[config.mk]
export PLATFORM = sky130hd
export DESIGN_NAME = pulse_gen
export DESIGN_NICKNAME = d
export VERILOG_FILES = /design/src/rtl/pulse_gen.sv
export SDC_FILE = /design/constraint.sdc
export NUM_CORES = 1
export LEC_CHECK = 0
export BUFFER_PORTS_ARGS = -buffer_cell sky130_fd_sc_hd__buf_2
export CAP_MARGIN = 25
export CORE_MARGIN = 2
export CORE_UTILIZATION = 58
export CTS_CLUSTER_SIZE = 24
export DETAILED_ROUTE_END_ITERATION = 8
export MAX_ROUTING_LAYER = met4
export PLACE_DENSITY = 0.8
export SYNTH_ARGS = -nofsm -noshare
export SYNTH_HDL_FRONTEND = slang
export SYNTH_SLANG_ARGS = --single-unit
[constraint.sdc]
create_clock -name clk -period 4.8 [get_ports clk]
set_clock_uncertainty 0.1 [all_clocks]
set_input_delay 0.24 -clock clk [delete_from_list [all_inputs] [get_ports clk]]
set_output_delay 0.24 -clock clk [all_outputs]
set_load 0.05 [all_outputs]
[src/rtl/pulse_gen.sv]
`default_nettype none
// ============================================================================
// pulse_gen : burst pulse generator (PULSE_WIDTH high / GAP low, HOLDOFF dead)
// Rev 1.0   : initial release
// ============================================================================
module pulse_gen #(
  parameter int PULSE_WIDTH = 4,
  parameter int GAP         = 16,
  parameter int HOLDOFF     = 20,
  parameter int MAX_BURST   = 8,
  parameter int CNT_W       = $clog2(MAX_BURST + 1)
) (
  input  logic             clk,
  input  logic             n_reset,
  input  logic             start,
  input  logic [CNT_W-1:0] burst_len,
  output logic             ready,
  output logic             out,
  output logic             busy,
  output logic             done,
  output logic [CNT_W-1:0] pulse_count
);

  localparam int c_max_pw_gap = (PULSE_WIDTH > GAP) ? PULSE_WIDTH : GAP;
  localparam int c_max_phase  = (c_max_pw_gap > HOLDOFF) ? c_max_pw_gap : HOLDOFF;
  localparam int c_phase_w    = $clog2(c_max_phase + 1);

  localparam logic [1:0] c_st_idle    = 2'd0;
  localparam logic [1:0] c_st_high    = 2'd1;
  localparam logic [1:0] c_st_gap     = 2'd2;
  localparam logic [1:0] c_st_holdoff = 2'd3;

  // Phase counter counts down to zero; load value is phase length minus one.
  localparam logic [c_phase_w-1:0] c_load_high = c_phase_w'(PULSE_WIDTH - 1);
  localparam logic [c_phase_w-1:0] c_load_gap  = c_phase_w'(GAP - 1);
  localparam logic [c_phase_w-1:0] c_load_hold = c_phase_w'((HOLDOFF > 0) ? HOLDOFF - 1 : 0);
  localparam logic [c_phase_w-1:0] c_phase_one = c_phase_w'(1);
  localparam logic [CNT_W-1:0]     c_cnt_one   = CNT_W'(1);
  localparam logic [CNT_W-1:0]     c_max_burst = CNT_W'(MAX_BURST);

  logic [1:0]           r_state;
  logic [1:0]           w_state_next;
  logic [c_phase_w-1:0] r_phase;
  logic [c_phase_w-1:0] w_phase_load;
  logic [CNT_W-1:0]     r_remaining;
  logic [CNT_W-1:0]     r_pulse_count;
  logic                 r_done;
  logic                 w_phase_end;
  logic                 w_accept;
  logic                 w_high_last;
  logic [CNT_W-1:0]     w_len_clamped;

  assign w_phase_end   = (r_phase == '0);
  assign w_accept      = (r_state == c_st_idle) && start && (burst_len != '0);
  assign w_high_last   = (r_state == c_st_high) && w_phase_end;
  assign w_len_clamped = (burst_len > c_max_burst) ? c_max_burst : burst_len;

  always_ff @(posedge clk) begin
    if (!n_reset) begin
      r_state <= c_st_idle;
    end else begin
      r_state <= w_state_next;
    end
  end

  always_comb begin
    w_state_next = r_state;
    w_phase_load = '0;
    case (r_state)
      c_st_idle: begin
        if (w_accept) begin
          w_state_next = c_st_high;
        end
      end
      c_st_high: begin
        if (w_phase_end) begin
          if (r_remaining > c_cnt_one) begin
            w_state_next = c_st_gap;
          end else if (HOLDOFF == 0) begin
            w_state_next = c_st_idle;
          end else begin
            w_state_next = c_st_holdoff;
          end
        end
      end
      c_st_gap: begin
        if (w_phase_end) begin
          w_state_next = c_st_high;
        end
      end
      c_st_holdoff: begin
        if (w_phase_end) begin
          w_state_next = c_st_idle;
        end
      end
      default: w_state_next = c_st_idle;
    endcase
    case (w_state_next)
      c_st_high:    w_phase_load = c_load_high;
      c_st_gap:     w_phase_load = c_load_gap;
      c_st_holdoff: w_phase_load = c_load_hold;
      default:      w_phase_load = '0;
    endcase
  end

  always_comb begin
    ready = (r_state == c_st_idle);
    busy  = (r_state != c_st_idle);
    out   = (r_state == c_st_high);
  end

  always_ff @(posedge clk) begin
    if (!n_reset) begin
      r_phase       <= '0;
      r_remaining   <= '0;
      r_pulse_count <= '0;
      r_done        <= 1'b0;
    end else begin
      // done lands on the first IDLE cycle after the burst's last phase.
      r_done <= (r_state != c_st_idle) && (w_state_next == c_st_idle);
      if (w_state_next != r_state) begin
        r_phase <= w_phase_load;
      end else if (!w_phase_end) begin
        r_phase <= r_phase - c_phase_one;
      end
      if (w_accept) begin
        r_remaining   <= w_len_clamped;
        r_pulse_count <= '0;
      end else if (w_high_last) begin
        r_remaining   <= r_remaining - c_cnt_one;
        r_pulse_count <= r_pulse_count + c_cnt_one;
      end
    end
  end

  assign done        = r_done;
  assign pulse_count = r_pulse_count;

endmodule
`default_nettype wire

== After elaboration in Yosys (flattened, before gate mapping) ==
Cells that the tools add are included.

* Flip-flop bits (word level): 16
* Bits of input ports: 7

* Add/subtract/negate cells: 3
* Order comparisons: 2
* Eq/ne operators: 8
* Mux-type cells: 12
* Bitwise logic cells: 1
* Reductions and logical operators: 11

{| class="wikitable"
|+ Operators by type and width
! cell !! number
|-
| $pmux 5 s3 || 1
|-
| $mux 4 || 3
|-
| $mux 5 || 2
|-
| $eq 2x2->1 const B || 4
|-
| $mux 2 || 4
|-
| $pmux 2 s4 || 1
|-
| $logic_not 5->1 || 1
|-
| $sub 5x1->5 const B || 1
|-
| $add 4x1->4 const B || 1
|-
| $eq 2x1->1 const B || 2
|-
| $gt 4x1->1 const B || 1
|-
| $gt 4x4->1 const B || 1
|-
| $logic_and 1x1->1 || 4
|-
| $logic_not 2->1 || 2
|-
| $reduce_bool 2->1 || 2
|-
| $reduce_bool 4->1 || 1
|-
| $sub 4x1->4 const B || 1
|-
| $ne 2x1->1 const B || 1
|-
| $ne 2x2->1 || 1
|-
| $reduce_or 2->1 || 1
|-
| $mux 1 || 1
|-
| $not 1->1 || 1
|}

== Logic depth before layout (Yosys ltp) ==
* Depth after elaboration: 8
* Mapped depth: 7

== Worst setup path before layout ==
Ideal clock, no wire load.

* Path type: flip-flop to flip-flop
* Start: register r_state[1]
* End: register r_remaining[1]
* Arrival: 1753 ps
* Data required time: 4630 ps
* Path slack: 2877 ps
* Cell stages (with the launch flop): 8
* Clock period less this slack: 1923 ps
* Path through: dfxtp_1 -> buf_6 -> nor2_4 -> inv_2 -> or2_1 -> buf_4 -> o32a_1 -> a21oi_1

* Word-level cells in the longest chain between the ends: 4
* Elaborated cells between the ends (all ways): 7
* Classes of those cells: 1 x eq/ne; 1 x mux; 5 x reduce/logical

{| class="wikitable"
|+ RTL lines
! element !! line !! source
|-
| start, declared || 41 || <nowiki>logic [1:0] r_state;</nowiki>
|-
| start signal, assigned || 60 || <nowiki>r_state <= c_st_idle;</nowiki>
|-
| start signal, assigned || 62 || <nowiki>r_state <= w_state_next;</nowiki>
|-
| $logic_not 2->1 (*) || - ||
|-
| via ready || 17 || <nowiki>output logic ready,</nowiki>
|-
| $logic_and 1x1->1 (*) (2 in series) || 54 || <nowiki>assign w_accept = (r_state == c_st_idle) && start && (burst_len != '0);</nowiki>
|-
| $mux 4 or $reduce_bool 2->1 (tied branches) || - ||
|-
| end signal, assigned || 127 || <nowiki>r_remaining <= w_len_clamped;</nowiki>
|-
| end signal, assigned || 130 || <nowiki>r_remaining <= r_remaining - c_cnt_one;</nowiki>
|-
| end, declared || 45 || <nowiki>logic [CNT_W-1:0] r_remaining;</nowiki>
|}

Mark *: on every way through the listed nets, which the timed path passes. The rest lies on a longest branch.
A chain may end at the register's enable or synchronous reset.

== Worst setup path in the final report ==
* Start: register r_phase[0]
* End: register r_phase[1]

* Word-level cells in the longest chain between the ends: 6
* Elaborated cells between the ends (all ways): 14
* Classes of those cells: 1 x add/sub; 5 x eq/ne; 7 x mux; 1 x reduce/logical

{| class="wikitable"
|+ RTL lines
! element !! line !! source
|-
| start, declared || 43 || <nowiki>logic [c_phase_w-1:0] r_phase;</nowiki>
|-
| start signal, assigned || 122 || <nowiki>r_phase <= w_phase_load;</nowiki>
|-
| start signal, assigned || 124 || <nowiki>r_phase <= r_phase - c_phase_one;</nowiki>
|-
| $logic_not 5->1 || 53 || <nowiki>assign w_phase_end = (r_phase == '0);</nowiki>
|-
| $mux 2 (on tied branches) || 92, 76, 87 ||
|-
| $pmux 2 s4 || 69 || <nowiki>case (r_state)</nowiki>
|-
| $eq 2x2->1 or $eq 2x1->1 (tied branches) || 98 || <nowiki>case (w_state_next)</nowiki>
|-
| $pmux 5 s3 || 98 ||
|-
| $mux 5 || 121 || <nowiki>if (w_state_next != r_state) begin</nowiki>
|}

Several ways; a longest one is shown, not always the timed one. The select of a mux whose other input is x is not followed.

==> flow_summary.yaml <==
outcome:
  status: "completed"
worst_setup_path:
  crit_end: "r_phase[1]"
  worst_ep_arrival_time_ns: 2.11
  worst-setup-path-type: "reg2reg"
  worstPathRequired_ns: 4.95
  worstSetupEndpointType: "flip-flop"
  startpoint_type: "flip-flop"
  reg2reg_depth: 6
  worstPathMaxFanout: 8
  r2r-start: "r_phase[0]"
  worst-r2r-setup-slack_ns: 2.84
  rr_endpoint: "r_phase[1]"
  startpoint: "r_phase[0]"
yosys:
  synth_top_family_by_area: "simple AND/OR/NAND/NOR gates"
  ys_warn_count: 0
  synth_area_um2: 953
  synth-xor-area-share_pct: 5.51
  synth.area.top_cells: "dfxtp_1, ha_1, nor2_1"
  yosysSeqAreaShare_pct: 33.6
  synth_cell_types: 43
  synth_compound_area_share_pct: 17.5
  synth_area_leader_cell: "dfxtp_1"
  synth-simple-area-share_pct: 25.7
  synthMuxAreaShare_pct: 4.46
  synthTopCellsByCount: "dfxtp_1, nor2_1, nand2_1"
  synthAdderAreaFrac_pct: 6.56
  yosysMostFrequentCell: "dfxtp_1"
  synth_edf_count: 0
  async_reset_ff_share_pct: 0
  synth.avg_cell_area_um2: 9.08
  synthesis.nets: 117
  synth_top_area_share_pct: 33.6
  ys_dominant_reg_cell: "dfxtp_1"
  synth_cells: 105
  synth-seq-cells: 16
finish:
  multi_input_area_um2: 569
  instances_no_fill: 135
  syn2layout_area_growth_pct: 9.71
  fin_nets: 132
  fillers: 132
  regArea_um2: 320
  diodes: 0
  drive_gt1_share_pct: 21.8
sta:
  setup_viol: 0
  fin_crit_sh_pct: 40.7
  hold_viol: 0
  worst_slew_pin_slew_ns: 0.597
  slew_viol_final: 0
  fmax_mhz: 511
  rsz0062_at_grt: "false"
  timing.hold.ws_ns: 0.116
  finalSetupTns_ns: 0
  fin_crit_ns: 1.96
  slew_headroom_pct: 59.8
cts:
  cts_tree: "built"
  clock_latency_ns: 0.30
  post_cts_buffers: 0
  path_clk_slew_ns: 0.10
  cts_made_buffers: 3
  cts_num_sinks: 16
  cts-root-buf: "clkbuf_4"
  clockBufferDepth: 2
  cts.hold.buffers_added: 0
  ctsHtreeMaxLevel: 1
  ctsResizeCount: 0
global_route:
  grt_pass1_wl_mm: 3.22
  gr-usage-all-layers_pct: 23.3
  grt_max_degree: 11
  antenna_found_initial: 0
  grt-ovfl-total: 0
  first_global_vias: 725
drt:
  vias_per_cell: 5.90
  first_pass_iters: 4
  wire_per_inst_um: 13.9
  dr_wl_met3_um: 48
  wl_mm: 1.88
  drc: 0
  met1_length_um: 909
  wl_met2_um: 887
  first_iter_violations: 15
  vias: 797
  highest_layer: "met4"
  antenna_left: 0
pwr:
  power_uw: 668
  seq_power_share_pct: 33.0
  p_leak_nw: 0.468
  powerDensity_nw_per_um2: 639
  pwr-share-comb_pct: 53.1
  ir_worst_vdd_v: 0.000318
  p_clk_share_pct: 13.8
  internal_power_uw: 356
  p_sw_share_pct: 46.7
  p_switching_uw: 312
floorplanning:
  start_util_pct: 62.6
  dieArea_um2: 1980
  coreArea_um2: 1520
  die_w_um: 44.5
  rows: 14
  pin_count: 15
  fp.dieH_um: 44.5
placed_design:
  dpl.hpwl_mm: 1.44
  io_buffers: 14
  gp_congestion: 0.819
  dp.cells: 131
hold_path:
  hp-class: "in2reg"
flow_run:
  drv_cap: 0
==> cell type report <==
cell class	instances	share of cell area [%]
Tap cell	16	1.91
Sequential cell	16	30.6
Multi-Input combinational cell	77	54.4
Inverter	8	2.87
Clock buffer	4	3.47
Timing Repair Buffer	14	6.70
==> flip-flops by register name (all words and copies together) (netlist names) <==
register,flops
done,1
pulse_count,4
r_phase,5
r_remaining,4
r_state,2
==> routing by layer <==
| layer | vias to the layer above | track usage (%) |
|---|---|---|
| li1 | 400 | - |
| met1 | 378 | 29.8 |
| met2 | 13 | 34.8 |
| met3 | 6 | 3.67 |
| met4 | 0 | 12.7 |
| met5 | - | - |
==> metrics by stage <==
stage	area [µm²]	setup WS [ns]	utilization (%)
2_1_floorplan	953	2.88	-
3_3_place_gp	1010	2.93	66.3
3_5_place_dp	1010	2.87	66.3
4_1_cts	1050	2.83	68.6
5_1_grt	1050	2.72	68.6
6_report	1050	2.84	68.6
==> critical path, cell delays in order, from the launching register on <==
cell and delay, ns:
dfxtp_1 0.34, inv_1 0.10, ha_1 0.20, or4b_1 0.67, mux2i_4 0.25, and2b_1 0.14
o31a_1 0.11
==> cells in the final DEF, fill, tap and decap left out, drive strengths merged, types with 3 or more instances in the layout <==
master / Yosys / routed
a21oi: 4 / 4
buf: 3 / 14
clkbuf: 1 / 4
dfxtp: 16 / 16
ha: 5 / 5
inv: 8 / 8
mux2i: 3 / 3
nand2: 8 / 8
nand3: 6 / 6
nor2: 14 / 14
nor3: 3 / 3
o21ai: 3 / 3
xor2: 5 / 5
==> worst min path at each step <==
stage	startpoint	to	slack, ns	cells past startpoint
global route	start	r_remaining[3]	0.13	3
floorplan	start	r_remaining[3]	0.29	2
detailed placement	r_remaining[1]	r_remaining[1]	0.40	2
CTS	start	r_remaining[3]	0.11	3
finish	start	r_remaining[3]	0.12	3
global placement	r_remaining[1]	r_remaining[1]	0.39	2
==> power groups by stage <==
stage	combinational [mW]	clock (mW)	sequential, mW
after floorplan	0.312	0	0.216
after global placement	0.345	0	0.223
after detailed placement	0.354	0	0.224
after CTS	0.357	0.0941	0.221
after global routing	0.390	0.0972	0.228
final	0.355	0.0925	0.221
==> cells by family after synthesis <==
family                     count (synthesis)
and+or+nand+nor                           42
DFF                                       16
adders and majority gates                  5
xor gates and xnor gates                   6
buffers and inverters                     12
muxes                                      3
AOI/OAI and AO/OA                         21
Power figures use the tool's default switching activity.
